==> src/rtl/sec_filter_out_stage.sv <==
// Output stage for the serial FIR filter: rounds and saturates each full-precision result,
// then buffers it in a first-word-fall-through FIFO read through a valid/ready handshake.
module sec_filter_out_stage #(
  parameter int unsigned Win   = 16,
  parameter int unsigned Wc    = 18,
  parameter int unsigned SHIFT = 17,
  parameter int unsigned Wout  = 16,
  parameter int unsigned DEPTH = 4
) (
  input  logic                   clk,
  input  logic                   rst,
  input  logic [Win+Wc-1:0]      din,
  input  logic                   val_in,
  output logic [Wout-1:0]        dout,
  output logic                   val_out,
  input  logic                   rdy_in,
  output logic                   full,
  output logic                   sat_flag,
  output logic                   drop_flag,
  input  logic                   clr_flags
);

  localparam int unsigned Wfull = Win + Wc;
  localparam int unsigned Wext  = Wfull + 1;
  localparam int unsigned Aw    = $clog2(DEPTH);
  localparam int unsigned Cw    = $clog2(DEPTH + 1);

  localparam logic signed [Wext-1:0] RoundK = {{(Wext-1){1'b0}}, 1'b1} << (SHIFT - 1);
  localparam logic signed [Wext-1:0] SatMax = {{(Wext-Wout+1){1'b0}}, {(Wout-1){1'b1}}};
  localparam logic signed [Wext-1:0] SatMin = {{(Wext-Wout+1){1'b1}}, {(Wout-1){1'b0}}};

  logic signed [Wext-1:0] din_ext, rnd_sum, rnd_val;
  logic signed [Wext-1:0] r1_q, r1_d;
  logic                   v1_q;

  logic [Wout-1:0] sat_val;
  logic            sat_hit;

  logic [Wout-1:0] mem_q [DEPTH];
  logic [Aw-1:0]   wptr_q, wptr_d, rptr_q, rptr_d;
  logic [Cw-1:0]   cnt_q, cnt_d;
  logic            sat_q, sat_d, drop_q, drop_d;
  logic            push, pop, wr_en, drop;

  // Round half up: bias by half an output LSB, then floor via arithmetic shift.
  assign din_ext = {din[Wfull-1], din};
  assign rnd_sum = din_ext + RoundK;
  assign rnd_val = rnd_sum >>> SHIFT;
  assign r1_d    = val_in ? rnd_val : r1_q;

  always_comb begin
    sat_hit = 1'b0;
    sat_val = r1_q[Wout-1:0];
    if (r1_q > SatMax) begin
      sat_hit = 1'b1;
      sat_val = SatMax[Wout-1:0];
    end else if (r1_q < SatMin) begin
      sat_hit = 1'b1;
      sat_val = SatMin[Wout-1:0];
    end
  end

  assign val_out = (cnt_q != '0);
  assign full    = (cnt_q == Cw'(DEPTH));
  assign dout    = val_out ? mem_q[rptr_q] : '0;

  // A write into a full FIFO only lands when the head is popped in the same cycle.
  assign push  = v1_q;
  assign pop   = val_out & rdy_in;
  assign wr_en = push & (~full | pop);
  assign drop  = push & full & ~pop;

  always_comb begin
    wptr_d = wptr_q;
    rptr_d = rptr_q;
    cnt_d  = cnt_q;
    if (wr_en) wptr_d = wptr_q + Aw'(1);
    if (pop)   rptr_d = rptr_q + Aw'(1);
    unique case ({wr_en, pop})
      2'b10:   cnt_d = cnt_q + Cw'(1);
      2'b01:   cnt_d = cnt_q - Cw'(1);
      default: cnt_d = cnt_q;
    endcase
    sat_d  = (sat_q & ~clr_flags) | (v1_q & sat_hit);
    drop_d = (drop_q & ~clr_flags) | drop;
  end

  always_ff @(posedge clk or negedge rst) begin
    if (!rst) begin
      r1_q   <= '0;
      v1_q   <= 1'b0;
      wptr_q <= '0;
      rptr_q <= '0;
      cnt_q  <= '0;
      sat_q  <= 1'b0;
      drop_q <= 1'b0;
    end else begin
      r1_q   <= r1_d;
      v1_q   <= val_in;
      wptr_q <= wptr_d;
      rptr_q <= rptr_d;
      cnt_q  <= cnt_d;
      sat_q  <= sat_d;
      drop_q <= drop_d;
    end
  end

  // Storage needs no reset: entries are only visible while the count says they are valid.
  always_ff @(posedge clk) begin
    if (wr_en) mem_q[wptr_q] <= sat_val;
  end

  assign sat_flag  = sat_q;
  assign drop_flag = drop_q;

endmodule
==> config.mk <==
export PLATFORM = sky130hd
export DESIGN_NAME = sec_filter_out_stage
export DESIGN_NICKNAME = d
export VERILOG_FILES = /design/src/rtl/sec_filter_out_stage.sv
export SDC_FILE = /design/constraint.sdc
export NUM_CORES = 1
export LEC_CHECK = 0
export CAP_MARGIN = 0
export CORE_UTILIZATION = 44
export DETAILED_ROUTE_END_ITERATION = 16
export PLACE_DENSITY = 0.66
export SLEW_MARGIN = 20
export SYNTH_ARGS = -nofsm -noshare
export SYNTH_HDL_FRONTEND = slang
export SYNTH_SLANG_ARGS = --single-unit
==> constraint.sdc <==
create_clock -name clk -period 2.6 [get_ports clk]
set_input_delay 0.52 -clock clk [delete_from_list [all_inputs] [get_ports clk]]
set_output_delay 0.52 -clock clk [all_outputs]
set_load 0.03 [all_outputs]
==> metrics.txt <==
status=complete, no violations; Die ar.=10500 um2; Post-DP HPWL=5280 um; Post-Synthesis Cells=369; cell breakdown of the critical path=buf_12, mux4_2, and2_1, dlygate4sd2_1; setup TNS=0 ns; core utilization of the finished layout=0.535; Wirelength per Cell=14.0 um; gpl congestion=0.736; vias=2800; WP data arrival=1.97 ns; slowest cell on the critical path=mux4_2; layout cells sized above 1=0.132; family with the most delay on the worst path=buffers and inverters; final hold vios=0; Least-Margin Pin Slew=0.906 ns; register area share after synthesis=0.592; Die H=102 um; global route overflow=0; vias in the first global route=2540; Max Fclk=0.402 GHz; Crit. End Element=primary output; Longest Clk Path Bufs=2; WP buf/inv=2; Seq cells post-synth=92; cell-internal power=3220 uW; Root Driver=clkbuf_8; RSZ-0062 raised after global routing=no; power per standard cell area=968 nW/um2; CP max FO=14; Via-to-Cell Ratio=5.09; critical path type=register to primary output; most frequent cells in the layout=nor2_1 (67), edfxtp_1 (64), a21oi_1 (33); fin. max-slew vios=0; initial antenna violation count=0; period utilization=0.956; Final ANT Viol Nets=0; # IOs=59; final setup violation count=0; hold_buf cts=0; syn nets=414; Clk pwr share=0.173; leakage=0.00190 uW; Worst-Skew Late Latency=0.35 ns; Netlist cell types=40; Worst slew margin=0.396; global-route wire length before repair=12600 um; Comb pwr share=0.417; Die Width=102 um; core area=9770 um2; Synth Warn #=0; synthesized area per cell=12.0 um2; DRC viols=0; Routed WL=7720 um; Port-buffer cells=42; cell area after synthesis=4430 um2; worst vdd ir=0.341 mV; Max Cap Viol=0; buffer count from post-CTS setup fixing=0; antenna cells=0; commonest non-fill, non-tap cell in the layout=nor2_1; CTS H-tree lvls=3; Final min period=2.49 ns; CTS tree=built; Setup Skew=0.00897 ns; # nets final=457; Sequential Power Share=0.410; 1st-pass router iterations=4; switching part of the total=0.363; post-CTS sizing=16; initial DRC count=97; Switching Power=1840 uW; Reg clk slew, reported paths=0.09 ns; Crit path largest cell delay=0.52 ns; initial core utilization=0.453; largest net degree at the start of global routing=37; critical path launch point type=register; Layout area overhead=18.1%; Tot GR Track Use=0.162; CTS buffer count=9; HP Class=register to register; num rows=36; CP Data Required Time=2.08 ns; # fillers=856; Sink Count=92
## layout make-up
cell class              count  area, um2  area share
repair buffers             56        571       0.109
well taps                 133        166      0.0318
clock inverters             7       57.6      0.0110
clock buffers               9        124      0.0237
multi-input cells         241       1640       0.314
inverters                  12       45.0     0.00862
flip-flops and latches     92       2620       0.502
## worst reg2reg max path: cells and delay by family, from the launching register on
| family | cells | cell delay, ns |
|---|---|---|
| adder cells (fa/ha/maj) | 1 | 0.43 |
| buffers and inverters | 2 | 0.37 |
| flip-flops | 1 | 0.47 |
| AND/OR/NAND/NOR | 2 | 0.23 |
| AO/OA/AOI/OAI | 3 | 0.56 |
## per-layer routing
| layer | share of wire | GRT usage | routed length, um |
|---|---|---|---|
| met1 | 0.47 | 0.220 | 3670 |
| met2 | 0.48 | 0.263 | 3680 |
| met3 | 0.040 | 0.0376 | 310 |
| met4 | 0.0083 | 0.0440 | 64 |
| met5 | 0 | 0 | 0 |
## final timing paths
check                            to      start  slack (ns)  depth (start not counted)
setup / recovery           dout[12]  rptr_q[0]        0.11                          4
hold / removal             r1_q[17]   r1_q[17]        0.52                          1
setup reg to reg           cnt_q[2]   cnt_q[0]        0.44                          8
hold reg to reg            r1_q[17]   r1_q[17]        0.52                          1
max in group asynchronous  r1_q[17]        rst        1.78                          2
min in group asynchronous  cnt_q[2]        rst        0.55                          2
## cells in the mapped netlist, drive strengths merged
master	number	area share
a2bb2oi	1	0.0020
a221o	2	0.0045
and3	4	0.0059
ha	5	0.014
nand2	27	0.023
nand2b	1	0.0014
clkbuf	15	0.013
fa	1	0.0045
xnor2	14	0.028
o22ai	2	0.0028
o211ai	1	0.0017
a211o	1	0.0020
nand4	3	0.011
nor3	9	0.010
mux2	2	0.0051
nand3	10	0.012
and2	21	0.030
edfxtp	64	0.43
a31oi	1	0.0014
nor2	67	0.057
dfrtp	28	0.16
or2	1	0.0014
o32ai	1	0.0020
nor4	4	0.0099
xor2	3	0.0059
o221ai	1	0.0020
a22o	1	0.0020
buf	9	0.014
mux2i	2	0.0045
a21oi	33	0.037
nor2b	1	0.0014
inv	12	0.010
mux4	16	0.081
o21ai	6	0.0068
## state kept, by name (all words and copies together), names as in the netlist
| signal | cells |
|---|---|
| r1_q | 18 |
| drop_flag | 1 |
| push | 1 |
| sat_flag | 1 |
| rptr_q | 2 |
| wptr_q | 2 |
| mem_q | 64 |
| cnt_q | 3 |
## logic make-up (layout without fill, tap and decap cells)
logic type / after synthesis / in the layout / share of synthesized area
and+or+nand+nor: 148 / 148 / 0.163
DFF: 92 / 92 / 0.592
AOI/OAI and AO/OA: 50 / 50 / 0.0644
buffers and inverters: 36 / 84 / 0.0367
muxes: 20 / 20 / 0.0910
xor gates and xnor gates: 17 / 17 / 0.0336
adders and majority gates: 6 / 6 / 0.0187
## power groups by stage
stage / combinational [uW] / sequential, uW / clock [uW]
final: 2110 / 2070 / 875
after global routing: 2300 / 2110 / 955
after CTS: 2150 / 2080 / 898
after detailed placement: 2290 / 2110 / 0
after global placement: 2250 / 2090 / 0
after floorplan: 1520 / 2040 / 0
## per-stage QoR
step           hold slack, ns  area [um2]  cells  total power [uW]  worst slack [ns]
5_1_grt                 0.548        5230    550              5370           0.00317
4_1_cts                 0.526        5230    550              5130            0.0518
3_5_place_dp            0.506        5060    534              4410             0.223
2_1_floorplan           0.224        4430    369              3560             0.339
6_report                0.521        5230    550              5060             0.113
3_3_place_gp            0.493        5060    534              4350             0.234
Note: power is estimated with default switching activity, not from simulation.
